--- src/rtl/dsd_adder_pkg.sv ---
// Shared encodings and widths for the adder operand sequencer.
// Pure declarations: no logic, no latency.
// No flow control; imported by the sequencer and its operand former.
package dsd_adder_pkg;

  localparam int OP_W  = 4;  // operand width
  localparam int SUM_W = 5;  // adder / accumulator width

  typedef enum logic [1:0] {
    S_IDLE  = 2'd0,
    S_ACCUM = 2'd1,
    S_DONE  = 2'd2
  } seq_state_t;

endpackage : dsd_adder_pkg

--- src/rtl/adder_operand_former.sv ---
// Maps accumulator and incoming operand onto the external 5-bit adder inputs.
// Purely combinational: zero latency.
// No flow control; optional subtract path enabled by ADD_SUB_MODE_EN.
module operand_former
  import dsd_adder_pkg::*;
(
  input  logic [SUM_W-1:0] i_acc,
  input  logic [OP_W-1:0]  i_data,
`ifdef ADD_SUB_MODE_EN
  input  logic             i_sub,
`endif
  output logic [OP_W-1:0]  o_add_a,
  output logic             o_add_a4,
  output logic [OP_W-1:0]  o_add_b,
  output logic             o_add_b4,
  output logic             o_add_cin
);

  // A side always carries the running total.
  assign o_add_a  = i_acc[OP_W-1:0];
  assign o_add_a4 = i_acc[SUM_W-1];

`ifdef ADD_SUB_MODE_EN
  // Subtract is acc + ~{0,data} + 1, i.e. two's complement of the zero-extended operand.
  assign o_add_b   = i_sub ? ~i_data : i_data;
  assign o_add_b4  = i_sub;
  assign o_add_cin = i_sub;
`else
  // Add only: operand zero-extended, no carry in.
  assign o_add_b   = i_data;
  assign o_add_b4  = 1'b0;
  assign o_add_cin = 1'b0;
`endif

endmodule : operand_former

--- src/rtl/adder_operand_sequencer.sv ---
// Sums a burst of N_OPS 4-bit operands through an external adder; sticky overflow/borrow.
// One cycle per accepted operand; result_valid rises the cycle after the last beat.
// in_ready only in ACCUM; result held until result_ready. Optional sub port: ADD_SUB_MODE_EN.
module adder_operand_sequencer
  import dsd_adder_pkg::*;
#(
  parameter int N_OPS = 4,
  parameter int CNT_W = 4
) (
  input  logic             clk,
  input  logic             rst,
  input  logic             start,
`ifdef ADD_SUB_MODE_EN
  input  logic             sub,
`endif
  input  logic             in_valid,
  input  logic [OP_W-1:0]  in_data,
  output logic             in_ready,
  output logic [OP_W-1:0]  add_a,
  output logic             add_a4,
  output logic [OP_W-1:0]  add_b,
  output logic             add_b4,
  output logic             add_cin,
  input  logic [SUM_W-1:0] add_sum,
  input  logic             add_carry,
  output logic             busy,
  output logic [SUM_W-1:0] result,
  output logic             result_ovf,
  output logic             result_valid,
  input  logic             result_ready
);

  localparam logic [CNT_W-1:0] LAST_CNT = CNT_W'(N_OPS - 1);

  seq_state_t       r_state;
  seq_state_t       w_next_state;
  logic [SUM_W-1:0] r_acc;
  logic [CNT_W-1:0] r_cnt;
  logic             r_ovf;
  logic             r_result_valid;
  logic             w_accept;
  logic             w_start_burst;
  logic             w_sub_mode;
  logic             w_load_direct;
  logic             w_beat_ovf;

`ifdef ADD_SUB_MODE_EN
  logic r_sub;

  // Subtract mode is latched at burst start and held until the next burst.
  always_ff @(posedge clk or posedge rst) begin
    if (rst) begin
      r_sub <= 1'b0;
    end else if (w_start_burst) begin
      r_sub <= sub;
    end
  end

  assign w_sub_mode    = r_sub;
  // First subtract operand is the minuend: load it straight, bypassing the adder.
  assign w_load_direct = r_sub && (r_cnt == '0);
`else
  assign w_sub_mode    = 1'b0;
  assign w_load_direct = 1'b0;
`endif

  // In subtract mode a missing carry out means a borrow.
  assign w_beat_ovf    = w_sub_mode ? ~add_carry : add_carry;
  assign w_start_burst = (r_state == S_IDLE) && start;

  operand_former u_operand_former (
    .i_acc     (r_acc),
    .i_data    (in_data),
`ifdef ADD_SUB_MODE_EN
    .i_sub     (w_sub_mode),
`endif
    .o_add_a   (add_a),
    .o_add_a4  (add_a4),
    .o_add_b   (add_b),
    .o_add_b4  (add_b4),
    .o_add_cin (add_cin)
  );

  // State register.
  always_ff @(posedge clk or posedge rst) begin
    if (rst) begin
      r_state <= S_IDLE;
    end else begin
      r_state <= w_next_state;
    end
  end

  // Next-state and beat-accept decode; start is only honoured in IDLE.
  always_comb begin
    w_next_state = r_state;
    w_accept     = 1'b0;
    case (r_state)
      S_IDLE: begin
        if (start) w_next_state = S_ACCUM;
      end
      S_ACCUM: begin
        w_accept = in_valid;
        if (in_valid && (r_cnt == LAST_CNT)) w_next_state = S_DONE;
      end
      S_DONE: begin
        if (result_ready) w_next_state = S_IDLE;
      end
      default: w_next_state = S_IDLE;
    endcase
  end

  // Accumulator, beat counter, sticky flag and registered result_valid.
  always_ff @(posedge clk or posedge rst) begin
    if (rst) begin
      r_acc          <= '0;
      r_cnt          <= '0;
      r_ovf          <= 1'b0;
      r_result_valid <= 1'b0;
    end else begin
      r_result_valid <= (w_next_state == S_DONE);
      if (w_start_burst) begin
        r_acc <= '0;
        r_cnt <= '0;
        r_ovf <= 1'b0;
      end else if (w_accept) begin
        r_cnt <= r_cnt + CNT_W'(1);
        if (w_load_direct) begin
          r_acc <= {1'b0, in_data};
        end else begin
          r_acc <= add_sum;
          r_ovf <= r_ovf | w_beat_ovf;
        end
      end
    end
  end

  assign in_ready     = (r_state == S_ACCUM);
  assign busy         = (r_state == S_ACCUM);
  assign result_valid = r_result_valid;
  // Result is only presented while it is valid.
  assign result       = r_result_valid ? r_acc : '0;
  assign result_ovf   = r_result_valid ? r_ovf : 1'b0;

endmodule : adder_operand_sequencer
--- config.mk ---
export PLATFORM = sky130hd
export DESIGN_NAME = adder_operand_sequencer
export DESIGN_NICKNAME = d
export VERILOG_FILES = /design/src/rtl/dsd_adder_pkg.sv /design/src/rtl/adder_operand_former.sv /design/src/rtl/adder_operand_sequencer.sv
export SDC_FILE = /design/constraint.sdc
export NUM_CORES = 1
export LEC_CHECK = 0
export ABC_AREA = 1
export BUFFER_PORTS_ARGS = -buffer_cell sky130_fd_sc_hd__buf_2
export CORE_ASPECT_RATIO = 0.9
export CORE_MARGIN = 8
export CORE_UTILIZATION = 30
export CTS_CLUSTER_SIZE = 14
export DETAILED_ROUTE_END_ITERATION = 8
export PLACE_DENSITY = 0.57
export SLEW_MARGIN = 20
export SYNTH_ARGS = -nofsm -noshare
export SYNTH_HDL_FRONTEND = slang
export SYNTH_SLANG_ARGS = --single-unit
--- constraint.sdc ---
create_clock -name clk -period 1.45 [get_ports clk]
set_input_delay 0.145 -clock clk [delete_from_list [all_inputs] [get_ports clk]]
set_output_delay 0.145 -clock clk [all_outputs]
set_load 0.05 [all_outputs]
==> impl_metrics.ini <==
[setup_path]
critPathMaxStageDelay_ps = 390
r2r_slack_ps = 390
cp-end-kind = output port
slowest_stage = dfrtp_1
start_kind = flip-flop
path_max_fanout = 3
worst-endpoint-arrival_ps = 1130
r2r_end = r_cnt[2]$_DFFE_PP0P_
reg2reg_depth = 4
path_cells = inv_2 -> nand2_1 -> inv_1 -> buf_2
worstSetupPathType = reg2out
crit_required_ps = 1310
reg2reg_from = r_cnt[0]$_DFFE_PP0P_

[timing]
rsz0062_at_grt = no
finalCritPeriodShare_pct = 88.1
finalHoldViolCount = 0
finalSetupTns_ps = 0
fin_hold_ws_ps = 67.9
drv_slew = 0
fin_crit_ps = 1280
setup_viol = 0
fmax_ghz = 0.783
fin_skew_ps = 1.23

[die]
num_rows = 16
pin_count = 35
die_area_um2 = 4050
coreArea_um2 = 2160
initial_core_util_pct = 31.5
fp.dieH_um = 61.2
dieWidth_um = 66.2

[grt]
antenna_found_initial = 0
grt_pass1_vias = 543
overflow = 0
grt_max_degree = 14
grt_pass1_wl_um = 2450
grt_use_total_pct = 7.96

[clocking]
clock_path_buffers = 2
cts_tree = yes
cts.clk_slew.worst_paths_ps = 80
clkLatencyLatePin_ps = 270
cts_root_buf = clkbuf_4
htree_levels = 1
cts_made_buffers = 3
clkSinkCount = 13

[cells_and_area]
antenna_cells = 0
stdcell_count = 135
drive_gt1_share_pct = 30.6
final_common_cell = nand2_1
fin_nets = 125
most-common-layout-cells = nand2_1 (33), buf_2 (24), dfrtp_1 (13), inv_1 (12)
area_delta_synth_final_pct = 20.8

[drt]
vias_per_cell = 4.15
wire_per_inst_um = 10.4
drtIter0Drc = 13
vias = 560
drt-pass1-iter-count = 4
drcViolationCount = 0
drtAntennaViolNets = 0
routed_wl_um = 1400

[logic_synthesis]
synth_cells = 85
yosys_warnings = 0
yosys.area.top_type = dfrtp_1
synth_compound_area_share_pct = 2.94
synthSimpleGateAreaFrac_pct = 27.8
yosys_register_bits = 13
synth-adder-area-share_pct = 1.84
seq_area_frac_synth_pct = 47.8
synth_area_leaders = dfrtp_1 (48%), nand2_1 (18%), buf_4 (7.7%), inv_1 (6.6%), nand3_1 (2.9%)
muxShareOfSynthArea_pct = 1.47
yosysUniqueCellTypes = 16
syn_area_per_cell_um2 = 8.01
synth_top_family_by_area = simple AND/OR/NAND/NOR gates
synthXorXnorAreaFrac_pct = 1.29
synth_top_cell_area_share_pct = 47.8
syn_area_um2 = 681

[power_and_ir_drop]
p_per_area_nw_per_um2 = 2240
power.internal_mw = 0.863
power.switching_mw = 0.982
pwr-share-comb_pct = 53.2
power.share.clock_pct = 11.9
seqPwrFrac_pct = 34.9
leakagePower_nw = 0.525
p_sw_share_pct = 53.2
ir_drop_mv = 1.09

[place]
io_buffers = 24
gp_congestion = 0.738
dp_cells = 130
dp_hpwl_um = 1140

[flow_run]
cap_violations = 0

[min_path]
worstHoldPathType = in2reg
hold_end = r_ovf$_DFFE_PP0P_
whs_path_depth = 3
min-delay-start = add_carry

[status]
status = complete, no violations
routing by layer:
layer	share of wire, %	routed length (um)	vias up	GRT usage (%)
li1	-	-	296	-
met1	44	619	244	9.28
met3	14	195	2	3.82
met5	0	0	-	0
met4	0.43	6	0	4.56
met2	41	576	18	11.7
kinds of logic (layout without fill, tap and decap cells):
group                      after synthesis  count (layout)
adders and majority gates                1               1
and+or+nand+nor                         42              42
buffers and inverters                   22              44
other                                    1               2
xor gates and xnor gates                 1               1
muxes                                    1               1
AOI/OAI and AO/OA                        4               4
DFF                                     13              13
worst max-delay path by stage:
| stage | from | end | slack [ps] |
|---|---|---|---|
| floorplan | result_valid$_DFF_PP0_ | result[2] | 200 |
| global placement | r_cnt[0]$_DFFE_PP0P_ | r_state[0]$_DFF_PP0_ | 410 |
| detailed placement | r_cnt[0]$_DFFE_PP0P_ | r_cnt[2]$_DFFE_PP0P_ | 390 |
| CTS | r_state[1]$_DFF_PP0_ | busy | 150 |
| global route | result_valid$_DFF_PP0_ | result[1] | 90 |
| finish | r_state[1]$_DFF_PP0_ | busy | 170 |
synth_stat cells (all sizes together):
cell and number:
nand4 1, xor2 1, dfrtp 13, buf 7
ha 1, nand2 34, nand3b 1, inv 15
mux2i 1, conb 1, o21ai 4, nand3 6
power by group through the flow:
stage	Clock [mW]	Sequential, mW	Combinational, mW
after floorplan	0	0.893	0.572
final	0.220	0.644	0.981
after global routing	0.249	0.676	1.08
after global placement	0	0.648	0.985
after CTS	0.234	0.644	0.998
after detailed placement	0	0.649	0.997
what timing repair did:
| item | CTS | global route |
|---|---|---|
| hold buffers | 1 | 0 |
| setup buffers | 0 | 0 |
| resized for setup | 0 | 0 |
| hold endpoints to repair | 13 | 0 |
state kept, by name, summed over array words and instances, names as in the netlist:
signal,cells
r_acc,5
r_cnt,4
r_state,2
r_ovf,1
result_valid,1
worst max-delay path: cells and delay by family, from the launching register on:
family                 cells  cell delay (ps)
buffers and inverters      3              410
flip-flops                 1              390
AND/OR/NAND/NOR            1               50
layout make-up:
class	instances	area, um2
fillers	235	1340
flip-flops and latches	13	325
multi-input cells	51	248
repair buffers	25	130
inverters	15	58.8
well taps	27	33.8
clock buffers	4	26.3
through the flow:
stage	setup slack [ps]	total power [mW]	cell area (um2)	util [%]
CTS	147	1.88	822	38.0
detailed placement	392	1.65	786	36.3
global placement	413	1.63	786	36.3
floorplan	200	1.46	684	-
global route	88.8	2.01	822	38.0
finish	173	1.84	822	38.0
Note: power is estimated with default switching activity, not from simulation.
